`config.mk`:
```
export PLATFORM = sky130hd
export DESIGN_NAME = aq_djpeg_dht_loader_flat
export DESIGN_NICKNAME = d
export VERILOG_FILES = /design/src/rtl/aq_djpeg_pkg.sv /design/src/rtl/aq_djpeg_dht_loader_if.sv /design/src/rtl/aq_djpeg_dht_codegen.sv /design/src/rtl/aq_djpeg_dht_loader.sv /design/src/flat_wrapper.sv
export SDC_FILE = /design/constraint.sdc
export NUM_CORES = 1
export LEC_CHECK = 0
export ABC_AREA = 1
export CAP_MARGIN = 10
export CORE_MARGIN = 3
export CORE_UTILIZATION = 52
export DETAILED_ROUTE_END_ITERATION = 8
export HOLD_SLACK_MARGIN = 0.1
export PLACE_DENSITY = 0.77
export SYNTH_ARGS = -nofsm -noshare
export SYNTH_HDL_FRONTEND = slang
export SYNTH_SLANG_ARGS = --single-unit
```
`constraint.sdc`:
```
create_clock -name clk -period 2.5 [get_ports clk]
set_input_delay 0.75 -clock clk [delete_from_list [all_inputs] [get_ports clk]]
set_output_delay 0.75 -clock clk [all_outputs]
set_load 0.005 [all_outputs]
```
`src/rtl/aq_djpeg_pkg.sv`:
```
// ---------------------------------------------------------------------------
// aq_djpeg_pkg
//  Shared definitions for the JPEG DHT loader: FSM state encoding, the
//  two-bit table colour encoding and default table RAM depths.
// ---------------------------------------------------------------------------
package aq_djpeg_pkg;

   typedef enum logic [2:0] {
      ST_IDLE,
      ST_LEN_HI,
      ST_LEN_LO,
      ST_TCTH,
      ST_COUNTS,
      ST_SYMBOLS,
      ST_SKIP,
      ST_DONE
   } state_t;

   // {Th != 0, Tc[0]}
   typedef logic [1:0] color_t;

   localparam color_t COLOR_YDC = 2'b00;
   localparam color_t COLOR_YAC = 2'b01;
   localparam color_t COLOR_CDC = 2'b10;
   localparam color_t COLOR_CAC = 2'b11;

   localparam int DC_DEPTH_DEFAULT = 16;
   localparam int AC_DEPTH_DEFAULT = 256;

   // Map a Tc/Th byte (Tc in [7:4], Th in [3:0]) onto the table colour.
   function automatic color_t color_of(input logic [7:0] tcth);
      return {tcth[3:0] != 4'd0, tcth[4]};
   endfunction

endpackage

```
`src/rtl/aq_djpeg_dht_loader_if.sv`:
```
// ---------------------------------------------------------------------------
// aq_djpeg_dht_loader_if
//  Byte-stream input and table-write outputs of the DHT loader.
//   master : header parser side (drives Start/DataValid/DataByte)
//   slave  : the loader (drives handshake status and write strobes)
// ---------------------------------------------------------------------------
interface aq_djpeg_dht_loader_if;
   import aq_djpeg_pkg::*;

   logic         Start;
   logic         DataValid;
   logic [7:0]   DataByte;
   logic         DataReady;
   logic         Busy;
   logic         Done;
   logic         Error;
   logic         DhtWrEnable;
   color_t       DhtWrColor;
   logic [7:0]   DhtWrCount;
   logic [7:0]   DhtWrData;
   logic         CodeWrEnable;
   color_t       CodeWrColor;
   logic [3:0]   CodeWrLength;
   logic [15:0]  CodeWrCode;
   logic [7:0]   CodeWrStart;

   modport master (
      output Start, DataValid, DataByte,
      input  DataReady, Busy, Done, Error,
      input  DhtWrEnable, DhtWrColor, DhtWrCount, DhtWrData,
      input  CodeWrEnable, CodeWrColor, CodeWrLength, CodeWrCode, CodeWrStart
   );

   modport slave (
      input  Start, DataValid, DataByte,
      output DataReady, Busy, Done, Error,
      output DhtWrEnable, DhtWrColor, DhtWrCount, DhtWrData,
      output CodeWrEnable, CodeWrColor, CodeWrLength, CodeWrCode, CodeWrStart
   );

endinterface

```
`src/rtl/aq_djpeg_dht_codegen.sv`:
```
// ---------------------------------------------------------------------------
// aq_djpeg_dht_codegen
//  Canonical Huffman code generator. For every code-length count byte it
//  emits the first code of that length and the symbol index it maps to,
//  then advances the running code and symbol total.
//  Ports:
//   clk, rst          clock, synchronous active-high reset
//   clear_i           restart accumulation for a new table
//   step_i, len_i     consume one count byte L (len_idx_i = length-1)
//   color_i           colour of the current table
//   sym_total_o       symbols counted so far (9 bits)
//   code_wr_*_o       registered code-table write (1-cycle strobe)
// ---------------------------------------------------------------------------
module aq_djpeg_dht_codegen
   import aq_djpeg_pkg::*;
(
   input  logic        clk,
   input  logic        rst,
   input  logic        clear_i,
   input  logic        step_i,
   input  logic [7:0]  len_i,
   input  logic [3:0]  len_idx_i,
   input  color_t      color_i,
   output logic [8:0]  sym_total_o,
   output logic        code_wr_enable_o,
   output color_t      code_wr_color_o,
   output logic [3:0]  code_wr_length_o,
   output logic [15:0] code_wr_code_o,
   output logic [7:0]  code_wr_start_o
);

   logic [15:0] code_acc_q, code_acc_d;
   logic [8:0]  sym_total_q, sym_total_d;
   logic        wr_en_q;
   color_t      wr_color_q;
   logic [3:0]  wr_length_q;
   logic [15:0] wr_code_q;
   logic [7:0]  wr_start_q;

   // NOTE: every variable gets a default before any branch so the block can
   // never hold a value between evaluations (no latch).
   always_comb begin
      code_acc_d  = code_acc_q;
      sym_total_d = sym_total_q;
      if (clear_i) begin
         code_acc_d  = '0;
         sym_total_d = '0;
      end else if (step_i) begin
         // Next length starts one bit longer, after the L codes of this one.
         code_acc_d  = (code_acc_q + {8'd0, len_i}) << 1;
         sym_total_d = sym_total_q + {1'b0, len_i};
      end
   end

   // NOTE: state is updated with non-blocking assignments so every flop
   // samples the pre-edge values regardless of statement order.
   always_ff @(posedge clk) begin
      if (rst) begin
         code_acc_q  <= '0;
         sym_total_q <= '0;
         wr_en_q     <= 1'b0;
         wr_color_q  <= '0;
         wr_length_q <= '0;
         wr_code_q   <= '0;
         wr_start_q  <= '0;
      end else begin
         code_acc_q  <= code_acc_d;
         sym_total_q <= sym_total_d;
         wr_en_q     <= step_i;
         if (step_i) begin
            wr_color_q  <= color_i;
            wr_length_q <= len_idx_i;
            wr_code_q   <= code_acc_q;
            wr_start_q  <= sym_total_q[7:0];
         end
      end
   end

   assign sym_total_o      = sym_total_q;
   assign code_wr_enable_o = wr_en_q;
   assign code_wr_color_o  = wr_color_q;
   assign code_wr_length_o = wr_length_q;
   assign code_wr_code_o   = wr_code_q;
   assign code_wr_start_o  = wr_start_q;

endmodule

```
`src/rtl/aq_djpeg_dht_loader.sv`:
```
// ---------------------------------------------------------------------------
// aq_djpeg_dht_loader
//  Parses a JPEG DHT segment payload (bytes following FFC4) and sequences
//  symbol writes into the Huffman table RAMs plus per-length canonical
//  min-code/start-index writes. Several tables per segment are accepted.
//  Ports:
//   clk, rst   clock, synchronous active-high reset
//   bus        aq_djpeg_dht_loader_if.slave: Start/DataValid/DataByte in;
//              DataReady, Busy, Done, Error, DhtWr*, CodeWr* out
//  Parameters: DC_DEPTH / AC_DEPTH - maximum symbols per DC / AC table.
//  Option: define AQ_DJPEG_DHT_CHECK_EN to enable range/truncation checks
//  driving Error; otherwise Error is tied low.
// ---------------------------------------------------------------------------
module aq_djpeg_dht_loader
   import aq_djpeg_pkg::*;
#(
   parameter int DC_DEPTH = DC_DEPTH_DEFAULT,
   parameter int AC_DEPTH = AC_DEPTH_DEFAULT
) (
   input  logic                   clk,
   input  logic                   rst,
   aq_djpeg_dht_loader_if.slave   bus
);

`ifdef AQ_DJPEG_DHT_CHECK_EN
   localparam bit CHECK_EN = 1'b1;
`else
   localparam bit CHECK_EN = 1'b0;
`endif

   localparam logic [8:0] DC_LIMIT = 9'(DC_DEPTH);
   localparam logic [8:0] AC_LIMIT = 9'(AC_DEPTH);

   state_t      state_q, state_d;
   logic [15:0] rem_q, rem_d;
   logic [7:0]  len_hi_q, len_hi_d;
   color_t      color_q, color_d;
   logic [3:0]  len_idx_q, len_idx_d;
   logic [8:0]  sym_idx_q, sym_idx_d;

   logic        data_ready;
   logic        accept;
   logic        err_set;
   logic        cg_clear;
   logic        cg_step;
   logic        dht_wr;
   logic [8:0]  sym_total;
   logic [8:0]  total_new;
   logic [15:0] rem_dec;
   logic [15:0] lh;
   logic        bad_tcth;
   logic        oversize;

   logic        dht_en_q;
   color_t      dht_color_q;
   logic [7:0]  dht_count_q;
   logic [7:0]  dht_data_q;

   // Start pre-empts any accept so the byte presented with it stays pending.
   assign data_ready = !bus.Start &&
                       (state_q inside {ST_LEN_HI, ST_LEN_LO, ST_TCTH,
                                        ST_COUNTS, ST_SYMBOLS, ST_SKIP});
   assign accept     = bus.DataValid && data_ready;
   assign rem_dec    = rem_q - 16'd1;
   assign lh         = {len_hi_q, bus.DataByte};
   assign total_new  = sym_total + {1'b0, bus.DataByte};
   assign bad_tcth   = CHECK_EN && (bus.DataByte[7:4] > 4'd1 || bus.DataByte[3:0] > 4'd1);
   assign oversize   = CHECK_EN &&
                       (color_q[0] ? (total_new > AC_LIMIT) : (total_new > DC_LIMIT));

   always_comb begin
      state_d   = state_q;
      rem_d     = rem_q;
      len_hi_d  = len_hi_q;
      color_d   = color_q;
      len_idx_d = len_idx_q;
      sym_idx_d = sym_idx_q;
      err_set   = 1'b0;
      cg_clear  = 1'b0;
      cg_step   = 1'b0;
      dht_wr    = 1'b0;

      if (bus.Start) begin
         state_d = ST_LEN_HI;
      end else begin
         unique case (state_q)
            ST_IDLE: ;
            ST_LEN_HI: if (accept) begin
               len_hi_d = bus.DataByte;
               state_d  = ST_LEN_LO;
            end
            ST_LEN_LO: if (accept) begin
               if (lh < 16'd2) begin
                  rem_d   = '0;
                  err_set = CHECK_EN;
                  state_d = ST_DONE;
               end else begin
                  rem_d   = lh - 16'd2;
                  state_d = (lh == 16'd2) ? ST_DONE : ST_TCTH;
               end
            end
            ST_TCTH: if (accept) begin
               rem_d     = rem_dec;
               color_d   = color_of(bus.DataByte);
               cg_clear  = 1'b1;
               len_idx_d = '0;
               sym_idx_d = '0;
               if (bad_tcth) begin
                  err_set = 1'b1;
                  state_d = (rem_dec == '0) ? ST_DONE : ST_SKIP;
               end else if (rem_dec == '0) begin
                  err_set = CHECK_EN;
                  state_d = ST_DONE;
               end else begin
                  state_d = ST_COUNTS;
               end
            end
            ST_COUNTS: if (accept) begin
               rem_d     = rem_dec;
               cg_step   = 1'b1;
               len_idx_d = len_idx_q + 4'd1;
               if (len_idx_q == 4'd15) begin
                  if (oversize) begin
                     err_set = 1'b1;
                     state_d = (rem_dec == '0) ? ST_DONE : ST_SKIP;
                  end else if (total_new == '0) begin
                     // Empty table: nothing to write, go straight to table end.
                     state_d = (rem_dec == '0) ? ST_DONE : ST_TCTH;
                  end else if (rem_dec == '0) begin
                     err_set = CHECK_EN;
                     state_d = ST_DONE;
                  end else begin
                     state_d = ST_SYMBOLS;
                  end
               end else if (rem_dec == '0) begin
                  err_set = CHECK_EN;
                  state_d = ST_DONE;
               end
            end
            ST_SYMBOLS: if (accept) begin
               rem_d     = rem_dec;
               dht_wr    = 1'b1;
               sym_idx_d = sym_idx_q + 9'd1;
               if (sym_idx_q + 9'd1 == sym_total) begin
                  state_d = (rem_dec == '0) ? ST_DONE : ST_TCTH;
               end else if (rem_dec == '0) begin
                  err_set = CHECK_EN;
                  state_d = ST_DONE;
               end
            end
            ST_SKIP: if (accept) begin
               rem_d = rem_dec;
               if (rem_dec == '0) state_d = ST_DONE;
            end
            ST_DONE: state_d = ST_IDLE;
            default: state_d = ST_IDLE;
         endcase
      end
   end

   always_ff @(posedge clk) begin
      if (rst) begin
         state_q     <= ST_IDLE;
         rem_q       <= '0;
         len_hi_q    <= '0;
         color_q     <= '0;
         len_idx_q   <= '0;
         sym_idx_q   <= '0;
         dht_en_q    <= 1'b0;
         dht_color_q <= '0;
         dht_count_q <= '0;
         dht_data_q  <= '0;
      end else begin
         state_q   <= state_d;
         rem_q     <= rem_d;
         len_hi_q  <= len_hi_d;
         color_q   <= color_d;
         len_idx_q <= len_idx_d;
         sym_idx_q <= sym_idx_d;
         dht_en_q  <= dht_wr;
         if (dht_wr) begin
            dht_color_q <= color_q;
            dht_count_q <= sym_idx_q[7:0];
            dht_data_q  <= bus.DataByte;
         end
      end
   end

`ifdef AQ_DJPEG_DHT_CHECK_EN
   logic error_q;

   always_ff @(posedge clk) begin
      if (rst || bus.Start) error_q <= 1'b0;
      else if (err_set)     error_q <= 1'b1;
   end

   assign bus.Error = error_q;
`else
   // Without checks nothing observes err_set; keep it visibly consumed.
   logic unused_err_set;
   assign unused_err_set = err_set;
   assign bus.Error      = 1'b0;
`endif

   logic        cw_en;
   color_t      cw_color;
   logic [3:0]  cw_length;
   logic [15:0] cw_code;
   logic [7:0]  cw_start;

   aq_djpeg_dht_codegen u_codegen (
      .clk              (clk),
      .rst              (rst || bus.Start),
      .clear_i          (cg_clear),
      .step_i           (cg_step),
      .len_i            (bus.DataByte),
      .len_idx_i        (len_idx_q),
      .color_i          (color_q),
      .sym_total_o      (sym_total),
      .code_wr_enable_o (cw_en),
      .code_wr_color_o  (cw_color),
      .code_wr_length_o (cw_length),
      .code_wr_code_o   (cw_code),
      .code_wr_start_o  (cw_start)
   );

   assign bus.DataReady    = data_ready;
   assign bus.Busy         = (state_q != ST_IDLE);
   assign bus.Done         = (state_q == ST_DONE);
   assign bus.DhtWrEnable  = dht_en_q;
   assign bus.DhtWrColor   = dht_color_q;
   assign bus.DhtWrCount   = dht_count_q;
   assign bus.DhtWrData    = dht_data_q;
   assign bus.CodeWrEnable = cw_en;
   assign bus.CodeWrColor  = cw_color;
   assign bus.CodeWrLength = cw_length;
   assign bus.CodeWrCode   = cw_code;
   assign bus.CodeWrStart  = cw_start;

endmodule

```
`src/flat_wrapper.sv`:
```
// flat-port wrapper written by rule: the top's interface ports become plain ports
module aq_djpeg_dht_loader_flat import aq_djpeg_pkg::*;
#(
   parameter int DC_DEPTH = DC_DEPTH_DEFAULT,
   parameter int AC_DEPTH = AC_DEPTH_DEFAULT
)
  (clk, rst, bus_Start, bus_DataValid, bus_DataByte, bus_DataReady, bus_Busy, bus_Done, bus_Error, bus_DhtWrEnable, bus_DhtWrColor, bus_DhtWrCount, bus_DhtWrData, bus_CodeWrEnable, bus_CodeWrColor, bus_CodeWrLength, bus_CodeWrCode, bus_CodeWrStart);
  aq_djpeg_dht_loader_if bus_i ();
  input  logic clk;
  input  logic rst;
  input wire logic [$bits(bus_i.Start)-1:0] bus_Start;
  input wire logic [$bits(bus_i.DataValid)-1:0] bus_DataValid;
  input wire logic [$bits(bus_i.DataByte)-1:0] bus_DataByte;
  output wire logic [$bits(bus_i.DataReady)-1:0] bus_DataReady;
  output wire logic [$bits(bus_i.Busy)-1:0] bus_Busy;
  output wire logic [$bits(bus_i.Done)-1:0] bus_Done;
  output wire logic [$bits(bus_i.Error)-1:0] bus_Error;
  output wire logic [$bits(bus_i.DhtWrEnable)-1:0] bus_DhtWrEnable;
  output wire logic [$bits(bus_i.DhtWrColor)-1:0] bus_DhtWrColor;
  output wire logic [$bits(bus_i.DhtWrCount)-1:0] bus_DhtWrCount;
  output wire logic [$bits(bus_i.DhtWrData)-1:0] bus_DhtWrData;
  output wire logic [$bits(bus_i.CodeWrEnable)-1:0] bus_CodeWrEnable;
  output wire logic [$bits(bus_i.CodeWrColor)-1:0] bus_CodeWrColor;
  output wire logic [$bits(bus_i.CodeWrLength)-1:0] bus_CodeWrLength;
  output wire logic [$bits(bus_i.CodeWrCode)-1:0] bus_CodeWrCode;
  output wire logic [$bits(bus_i.CodeWrStart)-1:0] bus_CodeWrStart;
  assign bus_i.Start = bus_Start;
  assign bus_i.DataValid = bus_DataValid;
  assign bus_i.DataByte = bus_DataByte;
  assign bus_DataReady = bus_i.DataReady;
  assign bus_Busy = bus_i.Busy;
  assign bus_Done = bus_i.Done;
  assign bus_Error = bus_i.Error;
  assign bus_DhtWrEnable = bus_i.DhtWrEnable;
  assign bus_DhtWrColor = bus_i.DhtWrColor;
  assign bus_DhtWrCount = bus_i.DhtWrCount;
  assign bus_DhtWrData = bus_i.DhtWrData;
  assign bus_CodeWrEnable = bus_i.CodeWrEnable;
  assign bus_CodeWrColor = bus_i.CodeWrColor;
  assign bus_CodeWrLength = bus_i.CodeWrLength;
  assign bus_CodeWrCode = bus_i.CodeWrCode;
  assign bus_CodeWrStart = bus_i.CodeWrStart;
  aq_djpeg_dht_loader #(.DC_DEPTH(DC_DEPTH), .AC_DEPTH(AC_DEPTH)) u_core (.clk(clk), .rst(rst), .bus(bus_i));
endmodule
```
=== Word level (Yosys, flattened, before mapping) ===
Index checks and enable logic that the tools add are counted.
Widths: inputs -> output; s select.

* Register bits: 115
* Latch bits: 0
* RAM bits: 0
* Memory bits (read-only): 0
* Input bits: 12
* Output and inout port bits: 54
* Word-level logic and storage cells: 107
* Memories: 0

* Add/sub/neg operators: 6
* Multipliers: 0
* Div/mod/pow operators: 0
* Order comparisons: 1
* Eq/ne operators: 23
* Shifts and indexed selects: 0
* Multiplexer cells: 34
* Bitwise gates (word level): 1
* Reduce and logical (&&, ||, !) cells: 24

{| class="wikitable"
|+ Operators by type and width
! cell !! number
|-
| $mux 16 || 3
|-
| $mux 3 || 13
|-
| $pmux 16 s2 || 1
|-
| $pmux 3 s7 || 1
|-
| $mux 9 || 2
|-
| $ne 3x2->1 const B || 6
|-
| $pmux 9 s2 || 1
|-
| $eq 16x2->1 const B || 1
|-
| $logic_not 16->1 || 1
|-
| $lt 16x2->1 const B || 1
|-
| $sub 16x1->16 const B || 1
|-
| $sub 16x2->16 const B || 1
|-
| $add 15x8->15 || 1
|-
| $ne 2x1->1 const B || 7
|-
| $reduce_and 7->1 || 2
|-
| $eq 3x3->1 const B || 4
|-
| $reduce_and 4->1 || 3
|-
| $add 9x1->9 const B || 1
|-
| $add 9x8->9 || 1
|-
| $eq 9x9->1 || 1
|-
| $logic_not 9->1 || 1
|-
| $mux 1 || 8
|-
| $mux 4 || 2
|-
| $pmux 4 s2 || 1
|-
| 18 further kinds || 25
|}

=== Depth between registers and ports, before layout ===
Gate-level depths: netlist of run 1.

* Depth in word-level cells: 8
* Mapped depth: 17
* Depth with buffers taken out: 17

=== By module ===
A second synthesis of run 1 with hierarchy kept.

* Cell total of the unflattened synthesis: 1052
* Area total of the unflattened synthesis: 6957.9 sq um

{| class="wikitable"
|+ By module, submodules not included
! module !! instances !! cells an instance !! area an instance (sq um) !! seq. area each (sq um)
|-
| aq_djpeg_dht_loader || 1 || 657 || 4207.8 || 1221.2
|-
| aq_djpeg_dht_codegen || 1 || 395 || 2750.1 || 1081.0
|}

=== Worst setup path before layout of run 1 ===
OpenSTA, ideal clock, no wires.

* Path type: input -> register
* Start: in bus_DataByte[1]
* End: reg u_core.u_codegen.code_acc_q[12]
* Setup time: 0.070 ns
* Arrival: 2.440 ns
* Required time: 2.430 ns
* Path slack: -0.009 ns
* Stages: 13
* Path buffers: 0
* Cells stage by stage: ha_1 > inv_1 > fa_1 > o21ai_1 > a21oi_1 > o21bai_1 > nand2_1 > nand2_1 > nand2_1 > nor2_1 > xor2_1 > nand2_1 > a21oi_1

* Cells in the longest elaborated chain, start to end: 1

{| class="wikitable"
|+ Ends and longest elaborated chain
! item !! line !! text
|-
| from (decl) || flat_wrapper.sv:13 || <nowiki>input wire logic [$bits(bus_i.DataByte)-1:0] bus_DataByte;</nowiki>
|-
| $add 15x8->15 || aq_djpeg_dht_codegen.sv:50 || <nowiki>code_acc_d = (code_acc_q + {8'd0, len_i}) << 1;</nowiki>
|-
| to (signal assigned) || aq_djpeg_dht_codegen.sv:67 || <nowiki>code_acc_q <= code_acc_d;</nowiki>
|-
| to (decl) || aq_djpeg_dht_codegen.sv:32 || <nowiki>logic [15:0] code_acc_q, code_acc_d;</nowiki>
|}

Every way passes these cells.
A chain may end at the register's enable or synchronous reset.

=== Worst setup path in the final report of run 1 ===
* Start: reg u_core.state_q[2]
* End: out bus_Done

* Cells in the longest elaborated chain, start to end: 1

{| class="wikitable"
|+ Ends and longest elaborated chain
! item !! line !! text
|-
| from (decl) || aq_djpeg_dht_loader.sv:34 || <nowiki>state_t state_q, state_d;</nowiki>
|-
| from (signal assigned) || aq_djpeg_dht_loader.sv:174 || <nowiki>state_q <= state_d;</nowiki>
|-
| $eq 3x3->1 || aq_djpeg_dht_loader.sv:229 || <nowiki>assign bus.Done = (state_q == ST_DONE);</nowiki>
|-
| to (decl) || flat_wrapper.sv:16 || <nowiki>output wire logic [$bits(bus_i.Done)-1:0] bus_Done;</nowiki>
|}

Every way passes these cells.

==> results by group, run 1 <==
Floorplanning
  – Chip Height: 115 um
  – Starting Density: 53.7%
  – Std-Cell Core Area: 0.0116 mm^2
  – Number of rows created at floorplan: 39
  – Ports placed on the boundary: 66
  – Die X-Extent: 115 um
  – Die outline area: 0.0133 mm^2

Place
  – Post-place instance area: 0.00743 mm^2
  – Placement Setup Slack: -0.687 ns
  – Input/output buffers: 63
  – Number of cells in the design after placement: 1140
  – Detailed placement HPWL: 12200 um
  – Weighted congestion reported at the end of routability-driven placement: 0.894

STA
  – Number of pins with negative max-slew slack in the final report: 0
  – Final min period: 2.40 ns
  – Peak Freq: 417 MHz
  – Total negative slack for setup checks: 0 ns
  – Post-route worst setup slack: 0.100 ns
  – Slew @ Worst Pin: 0.526 ns
  – Unrepaired setup endpoints after global routing: true
  – Final setup skew: 0.00729 ns
  – Count of endpoints failing setup in the final report: 0
  – Final critical-path share of the clock period: 96.0%
  – Total count of hold-check failures in the final report: 0
  – Slew headroom: 64.7%

Clock tree
  – Worst-case clock buffer depth: 2
  – Sinks on Clock Net: 115
  – Deepest level of the CTS H-tree: 4
  – TritonCTS clock tree: yes
  – Clk slew on worst S/H paths: 0.05 ns
  – Clock latency of the later-clocked register in the worst-skew pair: 0.43 ns
  – TritonCTS buffer count: 17
  – Hold buffer count at cts: 0
  – Clock tree root driver cell: sky130_fd_sc_hd__clkbuf_16

Global route
  – Initial antenna violation count: 0
  – Global routing usage on met1: 33.2%
  – Most Used Layer, Global Route: met2
  – Overflow after GRT: 0
  – GR Util met2: 45.1%
  – Total routing usage reported by global routing: 26.8%
  – Via count of the first global-routing pass: 6041
  – Met3 Track Usage GR: 5.79%
  – Largest net degree at the start of global routing: 54
  – Global-route wire length before repair: 28200 um

Setup path
  – Class of the most critical setup path: reg -> out
  – Largest incremental delay on the critical path: 0.51 ns
  – Setup crit end kind: output pin
  – Req. time, crit path: 1.75 ns
  – Crit path max-delay cell type: sky130_fd_sc_hd__clkdlybuf4s50_1
  – Largest fanout on the critical path: 8
  – Number of buffer and inverter stages on the critical path: 2
  – Signal arrival time at the worst endpoint: 1.65 ns
  – Startpoint kind of the worst setup timing path: flip-flop
  – Cell Chain, Critical Path: inv_1 -> nor2_1 -> clkdlybuf4s50_1
  – Crit-path leading delay family: buffers and inverters

Pwr
  – Static leakage: 3.83 nW
  – Power per Cell Area: 578 mW/mm^2
  – Peak ir drop on the vdd network: 0.000555 V

Synth
  – Syn Std Cell Area: 0.00621 mm^2
  – Post-synth top flop: sky130_fd_sc_hd__dfxtp_1
  – Mean cell area of the mapped netlist: 6.94 um^2
  – Post-synthesis sequential area ratio: 37.1%
  – Top cell types by occurrence after synthesis: sky130_fd_sc_hd__nand2_1, sky130_fd_sc_hd__dfxtp_1, sky130_fd_sc_hd__nor2_1, sky130_fd_sc_hd__inv_1, sky130_fd_sc_hd__o21ai_0
  – Count of synthesis-stage warnings from yosys: 0
  – Synthesized flop and latch total: 115
  – Most instantiated library cell after synthesis: sky130_fd_sc_hd__nand2_1
  – Biggest area consumer among synthesized cells: sky130_fd_sc_hd__dfxtp_1
  – Largest cells by area after synthesis: sky130_fd_sc_hd__dfxtp_1, sky130_fd_sc_hd__nand2_1, sky130_fd_sc_hd__o21ai_0
  – Gate Count Post-Synth: 895
  – Share of async-settable or async-resettable flops after synthesis: 0%
  – Count of flip-flops with a built-in enable after synthesis: 0
  – Share of the synthesized area in the top cell type: 37.1%
  – Library cells used by synthesis: 44

Finish
  – Final design utilization: 71.4%
  – Area Overhead vs Synth: 32.9%
  – Fraction of final layout cells with drive strength greater than 1: 16.7%
  – Ant. Diodes: 0
  – Final net count: 1057
  – Final Instance Area: 0.00825 mm^2
  – Number of standard cells in the layout, taps in and fillers out: 1179

Min path
  – Hold Crit Class: reg -> reg

Drt
  – Vias per cell: 5.41
  – Routed wirelength normalized by instance count: 14.6 um
  – Remaining antenna violation count: 0
  – Violation count after the first detailed-routing iteration: 362
  – Post-detailed-routing wire length: 17200 um
  – Vias post-DR: 6382
  – First-pass DRT Iterations: 6
  – # DRC: 0

Run
  – Number of maximum-capacitance constraint violations: 0

Status
  – Run status: finished, final reports clean
==> final timing paths <==
kind / endpoint / slack [ns] / cells past startpoint / startpoint
worst max-delay path: bus_Done / 0.10 / 3 / u_core.state_q[2]
worst min-delay path: u_core.len_idx_q[2] / 0.48 / 1 / u_core.len_idx_q[2]
worst max register to register: u_core.u_codegen.code_acc_q[12] / 0.23 / 13 / u_core.u_codegen.code_acc_q[1]
worst min register to register: u_core.len_idx_q[2] / 0.48 / 1 / u_core.len_idx_q[2]
==> repair_timing <==
action	CTS	global route
endpoints found under the setup margin	11	9
buffers inserted	4	3
endpoints found under the hold margin	0	0
cloned	0	0
gates resized for setup	27	19
pin swaps	7	11
==> cells in the final DEF (no fill, tap or decap), types with 3 or more instances in the layout <==
| master | instances |
|---|---|
| sky130_fd_sc_hd__nand2_1 | 161 |
| sky130_fd_sc_hd__dfxtp_1 | 112 |
| sky130_fd_sc_hd__inv_1 | 109 |
| sky130_fd_sc_hd__nor2_1 | 109 |
| sky130_fd_sc_hd__o21ai_0 | 90 |
| sky130_fd_sc_hd__buf_4 | 75 |
| sky130_fd_sc_hd__a21oi_1 | 71 |
| sky130_fd_sc_hd__clkdlybuf4s50_1 | 54 |
| sky130_fd_sc_hd__nand3_1 | 47 |
| sky130_fd_sc_hd__xor2_1 | 19 |
| sky130_fd_sc_hd__clkbuf_16 | 17 |
| sky130_fd_sc_hd__ha_1 | 15 |
| sky130_fd_sc_hd__a31oi_1 | 12 |
| sky130_fd_sc_hd__nor3_1 | 11 |
| sky130_fd_sc_hd__inv_2 | 8 |
| sky130_fd_sc_hd__nand2_2 | 8 |
| sky130_fd_sc_hd__nand4_1 | 8 |
| sky130_fd_sc_hd__nor2_4 | 6 |
| sky130_fd_sc_hd__o32ai_1 | 6 |
| sky130_fd_sc_hd__o211ai_1 | 6 |
| sky130_fd_sc_hd__clkbuf_8 | 6 |
| sky130_fd_sc_hd__dlygate4sd2_1 | 6 |
| sky130_fd_sc_hd__nor2_2 | 5 |
| sky130_fd_sc_hd__a221oi_2 | 5 |
| sky130_fd_sc_hd__a211oi_1 | 4 |
| sky130_fd_sc_hd__clkinv_2 | 4 |
| sky130_fd_sc_hd__xnor2_1 | 4 |
| sky130_fd_sc_hd__nand3b_1 | 4 |
| sky130_fd_sc_hd__nor3_2 | 4 |
| sky130_fd_sc_hd__bufinv_16 | 4 |
| sky130_fd_sc_hd__a21oi_2 | 3 |
| sky130_fd_sc_hd__o21ai_2 | 3 |
| sky130_fd_sc_hd__o21ai_1 | 3 |
| sky130_fd_sc_hd__ha_4 | 3 |
==> cell families after synthesis <==
kind of cell | count (synthesis) | synth area share (%)
flip-flops | 115 | 37.1
AO/OA/AOI/OAI | 215 | 20.2
XOR/XNOR | 23 | 3.24
AND/OR/NAND/NOR | 367 | 24.9
adder cells (fa/ha/maj) | 22 | 4.67
buffers and inverters | 152 | 9.85
other | 1 | 0.0604
==> worst reg2reg max path, delay by kind of cell, from the launching register on <==
family	cells	cell delay [ns]
fa+ha+maj	2	0.59
compound gates	4	0.58
simple gates	5	0.45
flops	1	0.36
xor+xnor	1	0.16
buf+inv	1	0.06
==> per-stage QoR <==
| step | power, mW | hold WS [ns] |
|---|---|---|
| 3_5_place_dp | 2.12 | 0.465 |
| 3_3_place_gp | 2.12 | 0.463 |
| 5_1_grt | 4.89 | 0.512 |
| 4_1_cts | 4.78 | 0.476 |
| 2_1_floorplan | 2.00 | 0.435 |
| 6_report | 4.77 | 0.475 |
==> state kept, by name, indices dropped and copies added (netlist names) <==
register and cells:
u_core.u_codegen.code_wr_color_o 2, u_core.u_codegen.code_wr_enable_o 1, u_core.u_codegen.code_wr_code_o 15, u_core.bus.DhtWrColor 2
u_core.u_codegen.sym_total_o 9, u_core.rem_q 16, u_core.bus.DhtWrData 8, u_core.u_codegen.code_wr_length_o 4
u_core.len_hi_q 8, u_core.u_codegen.code_acc_q 15, u_core.sym_idx_q 9, u_core.bus.DhtWrCount 8
u_core.state_q 3, u_core.color_q 2, u_core.u_codegen.code_wr_start_o 8, u_core.len_idx_q 4
u_core.bus.DhtWrEnable 1
==> power breakdown <==
part           switching (mW)  leakage [nW]  internal [mW]  total, mW
clock network           0.853         0.318           1.82       2.67
registers             0.00652         0.928           1.84       1.85
logic                   0.144          2.58          0.104      0.248
total                    1.00          3.83           3.76       4.77
==> per-layer routing <==
layer	part of all wire (%)	routed length [um]
met1	44	7550
met2	48	8280
met5	0	0
met4	2.5	426
met3	5.4	933
==> area by class of cell <==
type	instances	area [um^2]
multi-input combinational	629	3430
fill	930	3310
sequential	115	2310
timing repair buffer	140	1220
clock buffer	24	512
inverter	120	455
tap	143	179
clock inverter	8	145
No activity file was read; power rests on OpenSTA's default activity.
==> inputs of run 2 (changes only) <==
CTS_CLUSTER_DIAMETER = 200   (was default)
==> results of run 2 <==
No change in the layout: final DEF, timing and power equal those of run 1.
